<file path="src/rtl/mem_arb_pkg.sv">
// Shared types and constants for the unified-memory port arbiter.
package mem_arb_pkg;

    localparam int unsigned LAT_CNT_W = 4;

    localparam logic OWNER_CPU = 1'b0;
    localparam logic OWNER_LDR = 1'b1;

    typedef enum logic [1:0] {
        IDLE   = 2'd0,
        ACCESS = 2'd1,
        DONE   = 2'd2
    } arb_state_e;

endpackage

</file>
<file path="src/rtl/mem_arb_pick.sv">
// Combinational two-way requester picker: fixed CPU priority or alternate on conflict.
module mem_arb_pick
    import mem_arb_pkg::*;
#(
    parameter int unsigned CPU_PRIORITY = 0
) (
    input  logic cpu_req,
    input  logic ldr_req,
    input  logic last_grant,
    output logic grant_valid,
    output logic grant_owner
);

    always_comb begin
        grant_valid = cpu_req | ldr_req;
        grant_owner = OWNER_CPU;
        if (cpu_req && ldr_req) begin
            // On conflict the side that did not win last time goes next
            grant_owner = (CPU_PRIORITY != 0) ? OWNER_CPU : ~last_grant;
        end else if (ldr_req) begin
            grant_owner = OWNER_LDR;
        end
    end

endmodule

</file>
<file path="src/rtl/mem_port_arbiter.sv">
// Shares the single-ported unified memory between the CPU and the loader/debug port,
// sequencing each access over a fixed latency and returning a one-cycle ack.
module mem_port_arbiter
    import mem_arb_pkg::*;
#(
    parameter int unsigned ADDR_W       = 16,
    parameter int unsigned DATA_W       = 16,
    parameter int unsigned MEM_LAT      = 2,
    parameter int unsigned CPU_PRIORITY = 0
) (
    input  logic              CLK,
    input  logic              Reset,
    input  logic              cpu_req,
    input  logic              cpu_we,
    input  logic [ADDR_W-1:0] cpu_addr,
    input  logic [DATA_W-1:0] cpu_wdata,
    output logic [DATA_W-1:0] cpu_rdata,
    output logic              cpu_ack,
    output logic              cpu_stall,
    input  logic              ldr_req,
    input  logic              ldr_we,
    input  logic [ADDR_W-1:0] ldr_addr,
    input  logic [DATA_W-1:0] ldr_wdata,
    output logic [DATA_W-1:0] ldr_rdata,
    output logic              ldr_ack,
    output logic              mem_en,
    output logic              mem_we,
    output logic [ADDR_W-1:0] mem_addr,
    output logic [DATA_W-1:0] mem_wdata,
    input  logic [DATA_W-1:0] mem_rdata,
    output logic              busy,
    output logic              grant_owner
);

    arb_state_e           state_q, state_d;
    logic [LAT_CNT_W-1:0] cnt_q, cnt_d;
    logic                 owner_q, owner_d;
    logic                 last_q, last_d;
    logic                 we_q, we_d;
    logic [ADDR_W-1:0]    addr_q, addr_d;
    logic [DATA_W-1:0]    wdata_q, wdata_d;
    logic [DATA_W-1:0]    cpu_rdata_q, cpu_rdata_d;
    logic [DATA_W-1:0]    ldr_rdata_q, ldr_rdata_d;
    logic                 pick_valid;
    logic                 pick_owner;

    mem_arb_pick #(
        .CPU_PRIORITY (CPU_PRIORITY)
    ) u_pick (
        .cpu_req     (cpu_req),
        .ldr_req     (ldr_req),
        .last_grant  (last_q),
        .grant_valid (pick_valid),
        .grant_owner (pick_owner)
    );

    // State and datapath registers
    always_ff @(posedge CLK) begin
        if (Reset) begin
            state_q     <= IDLE;
            cnt_q       <= '0;
            owner_q     <= OWNER_CPU;
            last_q      <= OWNER_LDR;
            we_q        <= 1'b0;
            addr_q      <= '0;
            wdata_q     <= '0;
            cpu_rdata_q <= '0;
            ldr_rdata_q <= '0;
        end else begin
            state_q     <= state_d;
            cnt_q       <= cnt_d;
            owner_q     <= owner_d;
            last_q      <= last_d;
            we_q        <= we_d;
            addr_q      <= addr_d;
            wdata_q     <= wdata_d;
            cpu_rdata_q <= cpu_rdata_d;
            ldr_rdata_q <= ldr_rdata_d;
        end
    end

    // Next-state and datapath update
    always_comb begin
        state_d     = state_q;
        cnt_d       = cnt_q;
        owner_d     = owner_q;
        last_d      = last_q;
        we_d        = we_q;
        addr_d      = addr_q;
        wdata_d     = wdata_q;
        cpu_rdata_d = cpu_rdata_q;
        ldr_rdata_d = ldr_rdata_q;
        case (state_q)
            IDLE: begin
                if (pick_valid) begin
                    state_d = ACCESS;
                    cnt_d   = LAT_CNT_W'(MEM_LAT);
                    owner_d = pick_owner;
                    last_d  = pick_owner;
                    if (pick_owner == OWNER_LDR) begin
                        we_d    = ldr_we;
                        addr_d  = ldr_addr;
                        wdata_d = ldr_wdata;
                    end else begin
                        we_d    = cpu_we;
                        addr_d  = cpu_addr;
                        wdata_d = cpu_wdata;
                    end
                end
            end
            ACCESS: begin
                cnt_d = cnt_q - LAT_CNT_W'(1);
                if (cnt_q == LAT_CNT_W'(1)) begin
                    state_d = DONE;
                    if (!we_q) begin
                        if (owner_q == OWNER_LDR) begin
                            ldr_rdata_d = mem_rdata;
                        end else begin
                            cpu_rdata_d = mem_rdata;
                        end
                    end
                end
            end
            DONE: begin
                state_d = IDLE;
            end
            default: begin
                state_d = IDLE;
            end
        endcase
    end

    assign busy        = (state_q != IDLE);
    assign mem_en      = (state_q == ACCESS);
    assign mem_we      = mem_en & we_q;
    assign mem_addr    = addr_q;
    assign mem_wdata   = wdata_q;
    assign cpu_ack     = (state_q == DONE) && (owner_q == OWNER_CPU);
    assign ldr_ack     = (state_q == DONE) && (owner_q == OWNER_LDR);
    assign cpu_rdata   = cpu_rdata_q;
    assign ldr_rdata   = ldr_rdata_q;
    assign grant_owner = owner_q;
    // Combinational so the control FSM holds without an extra cycle
    assign cpu_stall   = cpu_req & ~cpu_ack;

endmodule

</file>
<file path="config.mk">
export PLATFORM = sky130hd
export DESIGN_NAME = mem_port_arbiter
export DESIGN_NICKNAME = d
export VERILOG_FILES = /design/src/rtl/mem_arb_pkg.sv /design/src/rtl/mem_arb_pick.sv /design/src/rtl/mem_port_arbiter.sv
export SDC_FILE = /design/constraint.sdc
export NUM_CORES = 1
export LEC_CHECK = 0
export CAP_MARGIN = 10
export CELL_PAD_IN_SITES_DETAIL_PLACEMENT = 1
export CELL_PAD_IN_SITES_GLOBAL_PLACEMENT = 2
export CORE_ASPECT_RATIO = 1.75
export CORE_MARGIN = 8
export CORE_UTILIZATION = 23
export CTS_CLUSTER_DIAMETER = 30
export DETAILED_ROUTE_END_ITERATION = 8
export MAX_ROUTING_LAYER = met4
export PLACE_DENSITY_LB_ADDON = 0.1
export SETUP_SLACK_MARGIN = 0.2
export SLEW_MARGIN = 5
export SYNTH_ARGS = -nofsm -noshare
export SYNTH_HDL_FRONTEND = slang
export SYNTH_HIERARCHICAL = 1
export SYNTH_SLANG_ARGS = --single-unit
export TNS_END_PERCENT = 1
</file>
<file path="constraint.sdc">
create_clock -name CLK -period 2.1 [get_ports CLK]
set_input_delay 0.21 -clock CLK [delete_from_list [all_inputs] [get_ports CLK]]
set_output_delay 0.21 -clock CLK [all_outputs]
set_load 0.01 [all_outputs]
</file>
After elaboration in Yosys (flattened, before gate mapping)
Index checks and enable logic that the tools add are counted.
{"block": "classes", "addsub": 1, "eq_ne": 5, "muxes": 10, "bitwise": 7, "n_reduce_logical": 11}
{"op": "16-bit 2-to-1 mux", "count": 2}
{"op": "4-bit one-hot mux with 2 select lines", "count": 1}
{"op": "4-bit AND reduction", "count": 2}
{"op": "2-bit AND reduction", "count": 3}
{"op": "4-bit by 1-bit equality test with 1-bit output (second input constant)", "count": 1}
{"op": "2-bit 2-to-1 mux", "count": 2}
{"op": "4-bit 2-to-1 mux", "count": 1}
{"op": "1-bit inverter", "count": 4}
{"op": "2-bit one-hot mux with 2 select lines", "count": 1}
{"op": "2-bit nonzero test", "count": 2}
{"op": "4-bit by 1-bit subtractor with 4-bit output (second input constant)", "count": 1}
{"op": "1-bit logical AND", "count": 3}
{"op": "1-bit 2-to-1 mux", "count": 3}
{"op": "1-bit bitwise AND", "count": 2}
{"op": "2-bit by 1-bit equality test with 1-bit output (second input constant)", "count": 1}
{"op": "2-bit equality test (second input constant)", "count": 1}
{"op": "2-bit zero test", "count": 1}
{"op": "2-bit by 1-bit != test with 1-bit output (second input constant)", "count": 1}
{"op": "2-bit != test (second input constant)", "count": 1}
{"op": "1-bit bitwise OR", "count": 1}
{"block": "totals", "regBits": 73, "inputBits": 86, "out_inout_bits": 71, "elab_cells": 43}

Logic depth before layout (Yosys ltp)
{"block": "depth", "word_depth": 4, "ltp_mapped": 6, "ltp_nobuf": 5}

Cells and area by module
Netlist, hierarchy kept.
{"mod": "mem_port_arbiter", "instances": 1, "cells_per_inst": 316, "area_each_um2": 3161.8}
{"mod": "mem_arb_pick", "instances": 1, "cells_per_inst": 2, "area_each_um2": 13.8}

Worst setup path before layout
No wires, ideal clock.
{"block": "synth_path", "path_type": "reg2reg", "from": "register cnt_q[1]", "to": "register cpu_rdata_q[10] (netlist: cpu_rdata[10])", "setup_ns": 0.120, "arrival_time_ns": 1.579, "setup_slack_ns": 0.401, "stages_incl_launch_ff": 7, "n_path_buf": 1, "synth_period_minus_slack_ns": 1.699, "path_cell_list": "dfxtp_1 inv_1 ha_1 or3b_4 or4_4 buf_6 mux2i_1"}
{"block": "synth_via", "elab_chain_len": 2}
{"item": "start, declared", "line": "mem_port_arbiter.sv:36", "rtl": "logic [LAT_CNT_W-1:0] cnt_q, cnt_d;"}
{"item": "start signal, assigned", "line": "mem_port_arbiter.sv:71", "rtl": "cnt_q <= cnt_d;"}
{"item": "4-bit by 1-bit equality test with 1-bit output", "line": "mem_port_arbiter.sv:113", "rtl": "if (cnt_q == LAT_CNT_W'(1)) begin"}
{"item": "4-bit AND reduction (no line)"}
{"item": "end signal, assigned", "line": "mem_port_arbiter.sv:77", "rtl": "cpu_rdata_q <= cpu_rdata_d;"}
{"item": "end, declared", "line": "mem_port_arbiter.sv:42", "rtl": "logic [DATA_W-1:0] cpu_rdata_q, cpu_rdata_d;"}
No other way between the ends.
A chain may end at the register's enable or synchronous reset.

Final worst setup path
{"block": "layout_path", "from": "register owner_q (netlist: grant_owner)", "to": "output port cpu_stall"}
{"block": "layout_via", "elab_chain_len": 4}
{"item": "start, declared", "line": "mem_port_arbiter.sv:37", "rtl": "logic owner_q, owner_d;"}
{"item": "start signal, assigned", "line": "mem_port_arbiter.sv:72", "rtl": "owner_q <= owner_d;"}
{"item": "1-bit inverter (no line)"}
{"item": "1-bit logical AND", "line": "mem_port_arbiter.sv:138", "rtl": "assign cpu_ack = (state_q == DONE) && (owner_q == OWNER_CPU);"}
{"item": "1-bit inverter", "line": "mem_port_arbiter.sv:144", "rtl": "assign cpu_stall = cpu_req & ~cpu_ack;"}
{"item": "1-bit bitwise AND", "line": "mem_port_arbiter.sv:144"}
{"item": "end, declared", "line": "mem_port_arbiter.sv:19", "rtl": "output logic cpu_stall,"}
No other way between the ends.

==> metrics.md <==
| Metric | Value |
|---|---|
| Outcome | `finished, final reports clean` |
| FMAX | `538 MHz` |
| CP peak stage delay | `0.56 ns` |
| Remaining Overflow, GRT | `0` |
| Final GP Congestion | `0.699` |
| Max_cap viols | `0` |
| Synthesized area | `3180 um2` |
| Sw frac | `0.247` |
| DIE AREA | `18,000 um2` |
| Delay-heaviest family, CP | `buffers and inverters` |
| CTS sink count | `73` |
| Drt first pass iters | `4` |
| Final min period | `1.86 ns` |
| Clock network power share | `0.422` |
| Largest family of logic cells by synthesized area | `multiplexers` |
| Initial core utilization | `0.232` |
| Share of layout cells above drive strength 1 | `0.0758` |
| Most frequent cells in the layout | `clkdlybuf4s50_1, dfxtp_1, mux2i_1` |
| Initial drt markers | `83` |
| Post-DP HPWL | `7900 um` |
| Slowest CP cell | `clkdlybuf4s50_1` |
| R2R setup slack | `0.27 ns` |
| Combinational share of power | `0.194` |
| Later-pin clock latency in the skew report | `0.33 ns` |
| First-pass GRT wire length | `16,500 um` |
| Largest net degree at the start of global routing | `90` |
| Final Setup Violations | `0` |
| Io pins | `157` |
| Worst-path clk slew | `0.06 ns` |
| Kind of critical path | `flip-flop to primary output` |
| Fillers | `1,555` |
| Setup Skew | `0.0119 ns` |
| Critical path buffer and inverter count | `1` |
| Final #Nets | `558` |
| CTS buffer count | `9` |
| PnR Total Power | `4.03 mW` |
| Avg Inst Size Synth | `9.99 um2` |
| Critical path startpoint category | `flip-flop` |
| Synth Area in Adders | `0.00788` |
| Hold crit path type | `input pin to flip-flop` |
| Die H | `171 um` |
| Total GRT Usage | `0.120` |
| Compound-Gate Fraction of Synth Area | `0.0910` |
| DR WL/cell | `16.0 um` |
| PD cells | `758 nW/um2` |
| Crit path DAT | `1.65 ns` |
| Count of cell types in the netlist | `30` |
| Max-slew headroom | `0.742` |
| Final period util | `0.885` |
| Routed Antenna Nets | `0` |
| Clock tree buffer depth | `2` |
| CP endpoint kind | `primary output` |
| Area growth syn-to-layout | `67.6%` |
| Sw power | `0.994 mW` |
| Rows | `57` |
| Vias per cell | `4.33` |
| Via count | `2,826` |
| Net Count, Synth | `406` |
| CP Max Fanout | `7` |
| Gate count after technology mapping | `318` |
| Post-synthesis mux area share | `0.205` |
| Post-Synth XOR/XNOR Area | `0.00276` |
| Leak | `2.04 nW` |
| Die extent in x | `105 um` |
| Crit-path cells | `nor3b_4 -> nor2b_1 -> clkdlybuf4s50_1` |
| ANT cells | `0` |
| RSZ-0062 raised after global routing | `true` |
| FF+latch count, synth | `73` |
| Initial antenna violation count | `0` |
| Area of the core | `13,700 um2` |
| Simple-gate share of the synthesized area | `0.198` |
| Internal Power | `3.04 mW` |
| Clock Tree Root | `clkbuf_16` |
| Most common cell after layout, fill and taps aside | `clkdlybuf4s50_1` |
| Area of the multi-input gates | `1630 um2` |
| Final hold vios | `0` |
| Post-synthesis sequential area ratio | `0.460` |
| WL final | `10,500 um` |
| Critical Path RT | `1.89 ns` |
| Drt drc | `0` |
| Number of synthesis warnings | `6` |
| CTS tree | `yes` |
| Vias in the first global route | `3,170` |
| Predominant post-synthesis flop cell | `dfxtp_1` |
| H-tree levels | `3` |
| Sequential share of power | `0.384` |
| Worst VDD drop | `0.379 mV` |
| Register area | `1460 um2` |
| Post-synth EDFFs | `0` |
| Worst Max-Slew Pin Slew | `0.386 ns` |
| Final Max Tran Viols | `0` |
| Asr flop ratio synth | `0` |
| Finished Core Util | `0.389` |
| IO buf count | `156` |
| Final setup TNS | `0 ns` |
[kinds of logic (layout without fill, tap and decap cells)]
logic type	count (synthesis)	count (layout)
buffers and inverters	26	183
and+or+nand+nor	111	111
muxes	65	65
AOI/OAI and AO/OA	40	40
adders and majority gates	2	2
xor gates and xnor gates	1	1
DFF	73	73
[synth_stat cells, drive strengths merged (2+ instances only)]
master | count | area, um2
a211oi | 34 | 255
a21oi | 4 | 20.0
and2 | 2 | 12.5
buf | 7 | 41.3
clkbuf | 16 | 60.1
dfxtp | 73 | 1460
ha | 2 | 25.0
inv | 3 | 11.3
mux2i | 65 | 651
nand2 | 5 | 18.8
nand2b | 49 | 307
nand3 | 3 | 15.0
nor2 | 34 | 128
nor3 | 3 | 15.0
nor3b | 3 | 22.5
or2 | 2 | 12.5
or3 | 2 | 12.5
or3b | 2 | 20.0
[worst reg2reg max path, cell delays in order, from the launching register on]
cell     delay, ns
dfxtp_1       0.32
inv_1         0.08
ha_1          0.17
or3b_4        0.42
or4_4         0.57
mux2i_1       0.17
[worst paths after layout]
| kind | start | depth (start not counted) | end |
|---|---|---|---|
| min reg2reg | ldr_rdata[9]$_SDFFE_PP0P_ | 2 | ldr_rdata[9]$_SDFFE_PP0P_ |
| max | grant_owner$_SDFFE_PP0P_ | 3 | cpu_stall |
| max reg2reg | cnt_q[1]$_SDFFE_PP0P_ | 5 | cpu_rdata[11]$_SDFFE_PP0P_ |
| min | Reset | 3 | state_q[0]$_SDFFE_PP0P_ |
[timing repair]
action                                  in CTS  in global routing
setup buffers                                0                  0
endpoints found under the setup margin       4                  8
pin swaps                                    0                  0
resized for setup                            4                  2
hold buffers                                 0                  0
[stage by stage]
stage	worst slack (ns)	instance area, um2	hold WS, ns	std cells
6_report	0.241	5320	0.390	652
5_1_grt	0.151	5320	0.418	652
4_1_cts	0.137	5310	0.389	652
3_5_place_dp	0.168	4980	0.465	636
3_3_place_gp	0.276	4980	0.458	636
2_1_floorplan	0.401	3180	0.386	318
[registers in the layout, summed over array words and instances (netlist names)]
signal,cells
cpu_rdata,16
mem_addr,16
state_q,2
mem_wdata,16
grant_owner,1
cnt_q,4
we_q,1
last_q,1
ldr_rdata,16
[final cells by class]
type / count / share of cell area
repair buffers: 164 / 0.313
flip-flops and latches: 73 / 0.275
inverters: 3 / 0.00212
well taps: 177 / 0.0416
clock inverters: 5 / 0.0146
multi-input cells: 219 / 0.306
clock buffers: 11 / 0.0475
[per-layer routing]
| layer | track usage | vias to the layer above | wire [um] |
|---|---|---|---|
| li1 | - | 1410 | - |
| met1 | 0.117 | 1315 | 4040 |
| met2 | 0.211 | 93 | 5580 |
| met3 | 0.0484 | 8 | 713 |
| met4 | 0.0449 | 0 | 134 |
| met5 | - | - | 0 |
[power by group through the flow]
stage	Clock, mW	Sequential [mW]	Combinational (mW)
6_report	1.70	1.55	0.784
4_1_cts	1.76	1.55	0.806
3_5_place_dp	0	1.58	0.803
3_3_place_gp	0	1.57	0.792
5_1_grt	1.82	1.56	0.854
2_1_floorplan	0	1.60	0.311
Power figures use the tool's default switching activity.
==> RTL edit: new RTL, same settings <==
Make the reset (`Reset`) asynchronous in one clocked block.
--- a/src/rtl/mem_port_arbiter.sv
+++ b/src/rtl/mem_port_arbiter.sv
@@ -55,7 +55,7 @@
     );
 
     // State and datapath registers
-    always_ff @(posedge CLK) begin
+    always_ff @(posedge CLK or posedge Reset) begin
         if (Reset) begin
             state_q     <= IDLE;
             cnt_q       <= '0;
Formal check against the unedited RTL: differs if Reset is asserted again (counterexample within 4 cycles, from zero or initial values and one cycle with Reset high); with Reset held inactive, the same outputs for 10 cycles.
==> RTL edit against the unedited design <==
Final area increased by 1.3%. Sequential cell count did not move. Die area hardly changed. Synthesized area is essentially flat. Clock skew is 0.0037 ns lower. Worst setup slack got worse by 0.22 ns. Wire length down 4.2%. Largest cell class is now registers.
Power is not compared: it rests on default switching activity, and its combinational part moved more than twofold at a synthesized area within 25%.
==> RTL edit: results (changes against the unedited design) <==
* FF+latch count at 73 (unchanged)
* Critical path's largest stage delay at 0.62 ns (+0.06 ns)
* Average wire per standard cell at 16.6 um (+3.6%)
* First-pass GRT wire length at 15800 um (-4.6%)
* Avg Vias per Cell at 4.18 (-3.6%)
* Placed cell areas at 5000 sq um (+0.53%)
* Asr flop ratio synth at 1.00 (+1.00)
* Status: completed
* PortBufs at 156 (unchanged)
* Cells after Synth at 258 (-19%)
* Vias in the first global route at 2792 (-12%)
* Adder-cell share of the synthesized area at 0.00787 (about the same)
* Dpl ws at -0.0269 ns (-0.195 ns)
* Synth top cells by count: dfrtp_1, nand2_1, o21ai_0
* Crit-path leading delay family: simple AND/OR/NAND/NOR gates
* #MultiIn Comb at 166 (-24%)
* Launch point of the worst reg-to-reg path: cnt_q[1]
* Crit-path slowest cell: or4_4
* Fraction of area in multi-input gates at 0.244 (-0.0618)
* GRT Total Usage at 0.115 (-0.00562)
* Worst-Margin Slew at 0.357 ns (-0.0290 ns)
* GP Congestion at 0.683 (-2.3%)
* Area of the multi-input gates at 1320 sq um (-19%)
* Top cells by area, synth: dfrtp_1, mux2i_1, mux2_2
* Clock-cell share at 0.0564 (-0.00568)
* Final net count at 509 (-8.8%)
* Post-Synth XOR/XNOR Area at 0.00551 (+0.00275)
* Layout non-clock buf frac at 0.316 (+0.00289)
* Worst-path fanout max at 8 (+1)
* R2R Setup Slk at 0.02 ns (-0.25 ns)
* Largest net degree at the start of global routing at 72 (-20%)
* Hold WC Path Type: input port to async pin
* # clk buffers at 10 (-1)
* Iteration-0 DRC Markers at 20 (-76%)
* Netlist cell types at 32 (+6.7%)
* Placed Cells at 584 (-8.2%)
* Main synth FF type: dfrtp_1
* Setup crit end: cpu_rdata[1]
* Final WL at 10000 um (-4.2%)
* Fill cells at 1484 (-4.6%)
* DPL Wire Length at 7580 um (-4.0%)
* Seq/Total Area, Yosys at 0.575 (+0.115)
* Crit path DAT at 2.29 ns (+0.64 ns)
* Skew final at 0.00825 ns (-0.00369 ns)
RTL edit: cell types whose count changed after synthesis, moves of 6 or more:
cell / unedited run / this run
nand2_1: 5 / 38
nor2_1: 34 / 2
dfrtp_1: 0 / 72
mux2_2: 0 / 22
clkbuf_1: 16 / 10
nand2b_1: 49 / 0
a211oi_1: 34 / 0
mux2_4: 0 / 10
dfxtp_1: 73 / 0
mux2i_1: 65 / 33
o21ai_0: 0 / 38
RTL edit: power by group:
group,switching (W),internal (W)
logic,0.00141,0.00204
registers,0.000424,0.00212
clock network,0.000601,0.000954
total,0.00243,0.00512
RTL edit: per-layer routing:
metal	share of wire	global-route usage	routed length, um
met2	0.50	0.180	5030
met4	0.014	0.0468	140
met1	0.41	0.131	4140
met5	0	-	0
met3	0.071	0.0409	711
RTL edit: what timing repair did:
item,in CTS,in global routing
cloned,0,1
setup buffers,0,2
pin swaps,1,2
gates resized for setup,3,16
setup endpoints to repair,20,20
endpoints found under the hold margin,0,0
